--- src/rtl/accelerator_ctrl.sv ---
// Sequencer for an NxN systolic-array accelerator: walks one job through
// weight/input loading, weight preload, compute, result readout and post-op drain.
module accelerator_ctrl #(
  parameter int ARRAYWIDTH = 4,
  parameter int OUT_LAT    = 1
) (
  input  logic       clk,
  input  logic       rst,
  input  logic       start,
  input  logic [1:0] act_sel,
  output logic       busy,
  output logic       done,
  output logic       data_req,
  output logic       out_valid,
  output logic       weight_buffer_load_en,
  output logic       input_buffer_load_en,
  output logic       weight_buffer_out_en,
  output logic       write_weight_en,
  output logic       input_buffer_out_en,
  output logic       output_buffer_load_en,
  output logic       output_buffer_out_en,
  output logic       relu_en,
  output logic       softmax_en
);

  localparam int CW = $clog2(3 * ARRAYWIDTH);
  localparam logic [CW-1:0] LAST_N    = CW'(ARRAYWIDTH - 1);
  localparam logic [CW-1:0] LAST_C    = CW'(3 * ARRAYWIDTH - 2);
  localparam logic [CW-1:0] LAST_IN   = CW'(2 * ARRAYWIDTH - 2);
  localparam logic [CW-1:0] FIRST_OL  = CW'(ARRAYWIDTH);
  localparam logic [CW-1:0] LAST_F    = CW'(OUT_LAT - 1);

  typedef enum logic [2:0] {
    IDLE, LOAD_W, LOAD_IN, PRELOAD, COMPUTE, OUTPUT, FLUSH, DONE
  } state_t;

  state_t        state, state_nx;
  logic [CW-1:0] cnt, cnt_nx;
  logic [1:0]    mode, mode_nx;
  logic          busy_nx, done_nx, data_req_nx;
  logic          wload_nx, iload_nx, wout_nx, wwrite_nx;
  logic          iout_nx, oload_nx, oout_nx, relu_nx, softmax_nx;
  logic          post_nx;

  // Strobes are decoded from the next state and count so every output is a flop
  // that lines up with the state it belongs to.
  always_comb begin
    state_nx = state;
    mode_nx  = mode;
    case (state)
      IDLE: begin
        if (start) begin
          state_nx = LOAD_W;
          mode_nx  = act_sel;
        end
      end
      LOAD_W:  if (cnt == LAST_N) state_nx = LOAD_IN;
      LOAD_IN: if (cnt == LAST_N) state_nx = PRELOAD;
      PRELOAD: if (cnt == LAST_N) state_nx = COMPUTE;
      COMPUTE: if (cnt == LAST_C) state_nx = OUTPUT;
      OUTPUT: begin
        if (cnt == LAST_N) begin
          if (OUT_LAT == 0) state_nx = DONE;
          else              state_nx = FLUSH;
        end
      end
      FLUSH:   if (cnt == LAST_F) state_nx = DONE;
      DONE:    state_nx = IDLE;
      default: state_nx = IDLE;
    endcase

    if (state_nx != state || state == IDLE) cnt_nx = '0;
    else                                    cnt_nx = cnt + 1'b1;

    busy_nx     = (state_nx != IDLE);
    done_nx     = (state_nx == DONE);
    wload_nx    = (state_nx == LOAD_W);
    iload_nx    = (state_nx == LOAD_IN);
    data_req_nx = wload_nx || iload_nx;
    wout_nx     = (state_nx == PRELOAD);
    wwrite_nx   = (state_nx == PRELOAD);
    iout_nx     = (state_nx == COMPUTE) && (cnt_nx <= LAST_IN);
    oload_nx    = (state_nx == COMPUTE) && (cnt_nx >= FIRST_OL);
    oout_nx     = (state_nx == OUTPUT);
    // Post-op enables stay up through FLUSH so the post-op pipeline drains.
    post_nx     = (state_nx == OUTPUT) || (state_nx == FLUSH);
    relu_nx     = post_nx && (mode_nx == 2'b01);
    softmax_nx  = post_nx && (mode_nx == 2'b10);
  end

  always_ff @(posedge clk) begin
    if (!rst) begin
      state                 <= IDLE;
      cnt                   <= '0;
      mode                  <= 2'b00;
      busy                  <= 1'b0;
      done                  <= 1'b0;
      data_req              <= 1'b0;
      weight_buffer_load_en <= 1'b0;
      input_buffer_load_en  <= 1'b0;
      weight_buffer_out_en  <= 1'b0;
      write_weight_en       <= 1'b0;
      input_buffer_out_en   <= 1'b0;
      output_buffer_load_en <= 1'b0;
      output_buffer_out_en  <= 1'b0;
      relu_en               <= 1'b0;
      softmax_en            <= 1'b0;
    end else begin
      state                 <= state_nx;
      cnt                   <= cnt_nx;
      mode                  <= mode_nx;
      busy                  <= busy_nx;
      done                  <= done_nx;
      data_req              <= data_req_nx;
      weight_buffer_load_en <= wload_nx;
      input_buffer_load_en  <= iload_nx;
      weight_buffer_out_en  <= wout_nx;
      write_weight_en       <= wwrite_nx;
      input_buffer_out_en   <= iout_nx;
      output_buffer_load_en <= oload_nx;
      output_buffer_out_en  <= oout_nx;
      relu_en               <= relu_nx;
      softmax_en            <= softmax_nx;
    end
  end

  // out_valid tracks the output buffer read strobe through the post-op latency.
  generate
    if (OUT_LAT == 0) begin : g_no_lat
      assign out_valid = output_buffer_out_en;
    end else begin : g_lat
      logic [OUT_LAT-1:0] dly, dly_nx;

      always_comb begin
        dly_nx    = dly << 1;
        dly_nx[0] = output_buffer_out_en;
      end

      always_ff @(posedge clk) begin
        if (!rst) dly <= '0;
        else      dly <= dly_nx;
      end

      assign out_valid = dly[OUT_LAT-1];
    end
  endgenerate

endmodule

--- config.mk ---
export PLATFORM = sky130hd
export DESIGN_NAME = accelerator_ctrl
export DESIGN_NICKNAME = d
export VERILOG_FILES = /design/src/rtl/accelerator_ctrl.sv
export SDC_FILE = /design/constraint.sdc
export NUM_CORES = 1
export LEC_CHECK = 0
export BUFFER_PORTS_ARGS = -buffer_cell sky130_fd_sc_hd__buf_4
export CORE_UTILIZATION = 55
export DETAILED_ROUTE_END_ITERATION = 16
export PLACE_DENSITY = 0.89
export SLEW_MARGIN = 20
export SYNTH_ARGS = -nofsm -noshare
export SYNTH_HDL_FRONTEND = slang
export SYNTH_SLANG_ARGS = --single-unit
--- constraint.sdc ---
create_clock -name clk -period 4.6 [get_ports clk]
set_input_delay 0.23 -clock clk [delete_from_list [all_inputs] [get_ports clk]]
set_output_delay 0.23 -clock clk [all_outputs]
set_load 0.01 [all_outputs]
## Word-level counts from Yosys, hierarchy flattened

Cells that the tools add are included.

- Add/subtract/negate cells: 1
- $lt $le $gt $ge: 2
- Eq/ne operators: 19
- Mux-type cells: 11
- Reductions and logical operators: 10

Operators with widths:

| operator | number |
|---|---|
| 3-bit == test, second input constant | 8 |
| 3-bit case mux with 8 select lines | 1 |
| 3-bit two-way mux | 7 |
| 3-bit by 2-bit == test with 1-bit output, second input constant | 4 |
| 3-bit by 1-bit == test with 1-bit output, second input constant | 2 |
| 4-bit by 1-bit adder with 4-bit output, second input constant | 1 |
| 4-bit by 2-bit == test with 1-bit output, second input constant | 1 |
| 4-bit == test, second input constant | 1 |
| 4-bit by 3-bit >= comparator with 1-bit output, second input constant | 1 |
| 4-bit by 3-bit less-or-equal comparator with 1-bit output, second input constant | 1 |
| 1-bit logical AND | 4 |
| 4-bit zero test | 1 |
| 2-bit two-way mux | 2 |
| 4-bit two-way mux | 1 |
| 3-bit zero test | 1 |
| 1-bit logical OR | 3 |
| 3-bit inequality test | 1 |
| 3-bit nonzero test | 1 |
| 2-bit by 1-bit == test with 1-bit output, second input constant | 1 |
| 2-bit == test, second input constant | 1 |

- Flip-flop bits (word level): 21
- Bits of input ports: 5
- Output and inout bits: 13
- Word-level logic and storage cells: 58

## Longest topological paths before layout

Gate-level depths: netlist of run 1.

- Depth in word-level cells: 8
- Gate-level depth with buffers: 8
- Depth with buffers taken out: 7

## Worst setup path after synthesis of run 1

No wires, ideal clock.

- Path kind: register -> register
- Start point: register cnt[0]
- End point: register relu_en
- Library setup time: 78 ps
- Arrival time: 1,844 ps
- Setup slack: 2,678 ps
- Cell stages (with the launch flop): 9
- Buffers on the path: 2
- Period minus slack after synthesis: 1,922 ps
- Cells stage by stage: dfxtp_1 > ha_1 > buf_6 > or3b_1 > buf_6 > a311oi_2 > o21ai_2 > xnor2_2 > nor3_1

- Cells in the longest elaborated chain, start to end: 6
- Elaborated cells on any way between the ends: 14
- Those cells by class: eq/ne: 4; mux: 7; reduce/logical: 3

RTL lines:

| what | RTL line | source |
|---|---|---|
| start, declared | 38 | `logic [CW-1:0] cnt, cnt_nx;` |
| start signal, assigned | 110 | `cnt <= cnt_nx;` |
| 4-bit by 2-bit == test with 1-bit output, or another cell as far along | -- |  |
| 3-bit two-way mux, or another cell as far along | 62 | `if (cnt == LAST_N) begin` |
| 3-bit case mux with 8 select lines * | 50 | `case (state)` |
| 3-bit == test | 86 | `post_nx = (state_nx == OUTPUT) \|\| (state_nx == FLUSH);` |
| 1-bit logical OR * | 86 |  |
| 1-bit logical AND * | 87 | `relu_nx = post_nx && (mode_nx == 2'b01);` |
| end signal, assigned | 122 | `relu_en <= relu_nx;` |
| end, declared | 22 | `output logic relu_en,` |

Every way passes the cells marked *; elsewhere a longest branch is shown, timed or not.
A chain may end at the register's enable or synchronous reset.

## Worst setup path in the final report of run 1

- Start point: register cnt[0]
- End point: register softmax_en

- Cells in the longest elaborated chain, start to end: 6
- Elaborated cells on any way between the ends: 14
- Those cells by class: eq/ne: 4; mux: 7; reduce/logical: 3

RTL lines:

| what | RTL line | source |
|---|---|---|
| 4-bit by 2-bit == test with 1-bit output, or another cell as far along | -- |  |
| 3-bit two-way mux, or another cell as far along | 62 |  |
| 3-bit case mux with 8 select lines * | 50 |  |
| 3-bit == test | 86 |  |
| 1-bit logical OR * | 86 |  |
| 1-bit logical AND * | 88 | `softmax_nx = post_nx && (mode_nx == 2'b10);` |
| end signal, assigned | 123 | `softmax_en <= softmax_nx;` |
| end, declared | 23 | `output logic softmax_en` |

Marks and branches as above.

==> results of run 1 <==
[routing by layer]
metal | up-vias | wire length (µm) | GRT usage [%]
met5 | - | 0 | 0
met4 | 0 | 61 | 12.8
met3 | 7 | 116 | 2.64
met2 | 39 | 1060 | 34.9
met1 | 424 | 909 | 29.2
li1 | 455 | - | -
[cell families (layout without fill, tap and decap cells)]
group | Yosys count | in the layout | share of synthesized area (%)
AND/OR/NAND/NOR | 53 | 53 | 26.2
multiplexers | 3 | 3 | 2.72
flip-flops | 21 | 21 | 36.5
buffers and inverters | 16 | 28 | 11.8
XOR/XNOR | 3 | 3 | 2.94
adder cells (fa/ha/maj) | 3 | 3 | 3.26
AO/OA/AOI/OAI | 25 | 25 | 16.5
[metrics by stage]
| step | worst slack [ps] | utilization, % | power [W] | area [µm²] | instances |
|---|---|---|---|---|---|
| 3_5_place_dp | 2450 | 61.3 | 0.000225 | 1200 | 159 |
| 4_1_cts | 2420 | 62.7 | 0.000314 | 1230 | 163 |
| 5_1_grt | 2200 | 62.7 | 0.000325 | 1230 | 163 |
| 3_3_place_gp | 2570 | 61.3 | 0.000223 | 1200 | 159 |
| 2_1_floorplan | 2680 | - | 0.000215 | 1150 | 124 |
| 6_report | 2390 | 62.7 | 0.000311 | 1230 | 163 |
[critical path, cell delays in order, from the launching register on]
cell and delay (ps):
dfxtp_1 420, ha_1 340, or3b_1 510, a311oi_2 350
o21ai_2 170, xnor2_2 180, nor3_1 170
[layout by cell type, fill, tap and decap left out, types with 2 or more instances in the layout]
master / count
nor3_1: 5
mux2i_1: 2
nor2b_1: 2
nand2b_1: 4
o22ai_1: 3
nand3_1: 3
o21ai_0: 4
dfxtp_1: 21
ha_1: 3
nand2_1: 9
clkbuf_4: 3
inv_1: 7
a2111oi_0: 2
nor2_1: 14
buf_4: 17
nand3b_1: 2
nor3b_1: 3
a31oi_1: 3
a21oi_1: 2
and2_1: 2
[worst max-delay path by stage]
stage               startpoint         end  slack, ps  cells after the start
floorplan               cnt[0]     relu_en       2680                      8
finish                  cnt[0]  softmax_en       2390                      6
global route            cnt[1]      cnt[2]       2200                      6
global placement        cnt[0]  softmax_en       2570                      6
CTS                     cnt[0]  softmax_en       2420                      6
detailed placement      cnt[1]  softmax_en       2450                      6
[power by group through the flow]
stage / Sequential (W) / Combinational (W) / Clock, W
after floorplan: 0.000194 / 0.0000217 / 0
after global placement: 0.000194 / 0.0000289 / 0
after detailed placement: 0.000195 / 0.0000303 / 0
after CTS: 0.000191 / 0.0000305 / 0.0000927
after global routing: 0.000192 / 0.0000343 / 0.0000988
final: 0.000191 / 0.0000306 / 0.0000901
[layout make-up]
cell class              instances  area share, %
clock inverters                 1          0.407
multi-input cells              87           48.3
repair buffers                 17           10.4
inverters                       7           2.14
clock buffers                   3           1.83
well taps                      27           2.75
flip-flops and latches         21           34.2
==> results.txt, run 1 <==
Pint: 0.000233 W
Worst hold path type: input port to register
Remaining DRCs: 0
Synth area leader: dfxtp_1
Synthesis Warnings: 0
Height of the chip: 47.8 µm
Total track usage: 22.2%
Worst reg-to-reg setup slack: 2390 ps
Largest registers: cnt: 4 flops, state: 3 flops, mode: 2 flops
Status: complete, no violations
Seq pwr share: 61.3%
Gr ovfl total: 0
Critical path type: register to register
CTS tree: built
RR Endpoint: softmax_en
Pwr Density: 253 nW/µm²
Tcrit/Tclk final: 48.1%
Net Sw Power: 0.0000780 W
TritonCTS buffer count: 3
Unrepaired setup endpoints after global routing: false
Fmax: 452 MHz
Post-Syn Area: 1150 µm²
Via count: 925
GP Congestion: 0.809
CTS Hold Buffers Added: 0
Root buffer cell: clkbuf_4
Max-slew headroom: 58.1%
Vias per cell: 5.67
Total wire length: 2.15 mm
FF+latch area: 420 µm²
Area contributors post-synth: dfxtp_1 37%, clkbuf_8 6.0%, nor2_1 4.6%
Multi-input gate area: 594 µm²
Post-synth top area share: 36.5%
Worst vdd ir: 141 µV
DIE WIDTH: 47.8 µm
FILL cells: 184
Routed len/inst: 13.2 µm
Final net count: 145
Synth Area per Inst: 9.28 µm²
Worst-margin pin slew: 628 ps
Detail Route Antenna Nets: 0
Max reg flops: 4
CP startpoint kind: register
Count leader, synth: dfxtp_1
Lkg Pwr: 0.509 nW
I/O pin count: 18
Largest net degree at the start of global routing: 20
FFs w/ async S/R, synth: 0%
IO Port Bufs: 17
EDFF count, synth: 0
Number of global-route vias before repair: 793
Req. time, crit path: 4850 ps
Worst hold stages: 3
CP arrival: 2460 ps
Most frequent cells after synthesis: 21 x dfxtp_1, 14 x nor2_1, 9 x nand2_1
Starting Density: 58.7%
DR pass1 iterations: 4
Worst setup EP type: register
Final Hold Fails: 0
Seq/Total Area, Yosys: 36.5%
Worst-path clk slew: 120 ps
Maximum clock path buffer count: 2
Primary flip-flop cell chosen by synthesis mapping: dfxtp_1
Post-synthesis register bit count: 21
Max-cap violations: 0
Layout cells sized above 1: 22.8%
Min cycle time layout: 2210 ps
DIE AREA: 2280 µm²
Rows: 16
Clock network fraction of design power: 28.9%
Syn Inst Count: 124
HPWL after DPL: 1.50 mm
Largest Register: cnt
Cts repair resizes: 0
Setup Buffers After CTS: 0
Netlist cell types: 45
Min Hold Slack: 170 ps
Antenna violations before repair: 0
Core Region: 1960 µm²
Comb power frac: 9.8%
Syn Nets: 132
Hold Path End: mode[0]
Area grow syn2layout: 6.85%
Worst r2r path cells: 6
Finish-stage setup viols: 0
Fin Clk Skew: 8.23 ps
Critical path fanouts, max: 9
CTS Sinks: 21
Initial DRC Count: 42
Worst-Skew Late Latency: 310 ps
First-pass GRT wire length: 3.52 mm
Worst min-delay path startpoint: act_sel[0]
# diodes: 0
Count of final max-slew check failures: 0
Switching share of power: 25.0%
Worst r2r src: cnt[0]
Htree depth: 1
TNS Setup: 0 ps
Note: power is estimated with default switching activity, not from simulation.
==> inputs of run 2 (changes only) <==
- clock period: 4.6 -> 2.1 ns (I/O delays scaled with it)
==> run 2 against run 1 <==
Net effect: routed wire length decreased by 0.79%; core utilization increased by 1.8 points; sequential share of layout area decreased by 0.75 points; combinational power increased by 120%; fmax increased by 13%; non-clock buffer count increased by 4; die area unchanged; clock skew decreased by 2.5 ps; sequential power increased by 120%; worst setup slack got worse by 2300 ps; final area increased by 2.8%; sequential cell count unchanged; critical path type unchanged; critical endpoint is now cnt[1]; largest cell class unchanged; highest routed layer unchanged.
==> results.txt, run 2 (synthesis gave the netlist of run 1 again) <==
Status: complete, no violations
Tcrit/Tclk final: 93.5% (+45 points)
Fmax: 509 MHz (+13%)
CP peak stage delay: 670 ps (+160 ps)
Worst vdd ir: 499 µV (+250%)
Height of the chip: 47.8 µm (unchanged)
Gr ovfl total: 0 (unchanged)
Worst r2r path cells: 5 (-1)
Area grow syn2layout: 9.89%
Crit-path cells: nand2b_1 -> o21ai_0 -> a2111oi_1 -> a41oi_1 -> nor2b_1
Rows: 16 (unchanged)
Vias per cell: 5.68 (about the same)
Largest registers: cnt: 4 flops, state: 3 flops, mode: 2 flops
Min Hold Slack: 61.7 ps (-109 ps)
Worst setup path endpoint: cnt[1]
Total wire length: 2.13 mm (-0.79%)
Antenna violations before repair: 0 (unchanged)
CP max-delay cell: dfxtp_1
CP startpoint kind: register
IO Port Bufs: 17 (unchanged)
Worst hold path type: input port to register
Dpl cells: 163 (+2.5%)
Detail Route Antenna Nets: 0 (unchanged)
Min cycle time layout: 1960 ps (-249 ps)
CTS tree: built
Worst-margin pin slew: 525 ps (-103 ps)
DIE AREA: 2280 µm² (unchanged)
Most frequent cells in the layout: 21 x buf_4, 19 x dfxtp_1, 14 x nor2_1
CTS Hold Buffers Added: 0 (unchanged)
Remaining DRCs: 0 (unchanged)
DR pass1 iterations: 4 (unchanged)
Layout cells sized above 1: 26.4% (+3.6 points)
CP arrival: 2190 ps (-270 ps)
Fin Clk Skew: 5.74 ps (-2.50 ps)
Pwr Density: 533 nW/µm² (+110%)
Core Region: 1960 µm² (unchanged)
Routed len/inst: 12.8 µm (-3.2%)
Final Hold Fails: 0 (unchanged)
Htree depth: 1 (unchanged)
Critical path fanouts, max: 16 (+7)
Root buffer cell: clkbuf_4
Largest net degree at the start of global routing: 17 (-15%)
First-pass GRT wire length: 3.06 mm (-13%)
Number of global-route vias before repair: 720 (-9.2%)
Req. time, crit path: 2330 ps (-2520 ps)
Multi-input gate area: 598 µm² (+0.63%)
Initial DRC Count: 24 (-43%)
Maximum clock path buffer count: 2 (unchanged)
Critical path type: register to register
Max reg flops: 4 (unchanged)
Worst reg-to-reg setup slack: 140 ps (-2250 ps)
Worst setup EP type: register
Finish-stage setup viols: 0 (unchanged)
RR Endpoint: cnt[1]
GP Congestion: 0.812 (+0.38%)
Crit path launch: state[1]
DIE WIDTH: 47.8 µm (unchanged)
Most common cell after layout, fill and taps aside: buf_4
Max-cap violations: 0 (unchanged)
TNS Setup: 0 ps (unchanged)
Setup Buffers After CTS: 0 (unchanged)
FF+latch area: 423 µm² (+0.60%)
Count of final max-slew check failures: 0 (unchanged)
Lkg Pwr: 0.532 nW (+4.5%)
Non-filler cells, final: 167 (+2.5%)
Worst-Skew Late Latency: 300 ps (about the same)
Final net count: 149 (+2.8%)
I/O pin count: 18 (unchanged)
TritonCTS buffer count: 3 (unchanged)
Worst-path clk slew: 110 ps (about the same)
Starting Density: 58.7% (unchanged)
HPWL after DPL: 1.49 mm (-0.91%)
Largest Register: cnt
Via count: 948 (+2.5%)
Worst r2r src: state[1]
# diodes: 0 (unchanged)
Max-slew headroom: 64.9% (+6.9 points)
Total track usage: 19.2% (-3.0 points)
FILL cells: 174 (-5.4%)
Cts repair resizes: 0 (unchanged)
Unrepaired setup endpoints after global routing: false
CTS Sinks: 21 (unchanged)
Final Util: 64.5% (+1.8 points)
==> run 2: cell types whose count changed in the layout (fill, tap and decap cells not counted), sizes merged <==
cell | previous run | this run
buf | 17 | 21
clkbuf | 3 | 4
clkinv | 1 | 0
==> run 2: layout make-up <==
cell class              instances  area share, %
clock buffers                   4           2.08
repair buffers                 21           12.5
inverters                       7           2.08
flip-flops and latches         21           33.4
well taps                      27           2.67
multi-input cells              87           47.3
==> run 2: worst min path at each step <==
stage          depth (start not counted)  startpoint                  end  slack [ps]
2_1_floorplan                          2         rst  input_buffer_out_en         220
3_3_place_gp                           3  act_sel[1]              mode[1]         360
3_5_place_dp                           3  act_sel[1]              mode[1]         370
4_1_cts                                3  act_sel[1]              mode[1]          60
5_1_grt                                3  act_sel[1]              mode[1]          60
6_report                               3  act_sel[1]              mode[1]          60
==> run 2: worst max-delay path, delay by kind of cell, from the launching register on <==
| kind | cells | cell delay [ps] |
|---|---|---|
| compound gates | 3 | 820 |
| simple gates | 2 | 410 |
| flops | 1 | 670 |
==> run 2: layer usage <==
layer	part of all wire (%)	vias up	global-route usage, %
met2	52	26	31.4
li1	-	463	-
met4	0.47	0	2.22
met3	5.0	2	7.17
met5	0	-	0
met1	43	457	24.8
==> run 2: report_power, final <==
group          internal, W  total [W]  switching [W]
clock            0.0000740   0.000189       0.000115
combinational    0.0000324  0.0000667      0.0000344
sequential        0.000408   0.000418     0.00000979
==> run 2: through the flow <==
| stage | area, µm² | total power (W) | setup WS, ps |
|---|---|---|---|
| 6_report | 1260 | 0.000674 | 136 |
| 5_1_grt | 1260 | 0.000706 | 29.2 |
| 4_1_cts | 1260 | 0.000679 | 81.9 |
| 3_5_place_dp | 1230 | 0.000492 | 112 |
| 3_3_place_gp | 1230 | 0.000489 | 240 |
| 2_1_floorplan | 1150 | 0.000472 | 178 |
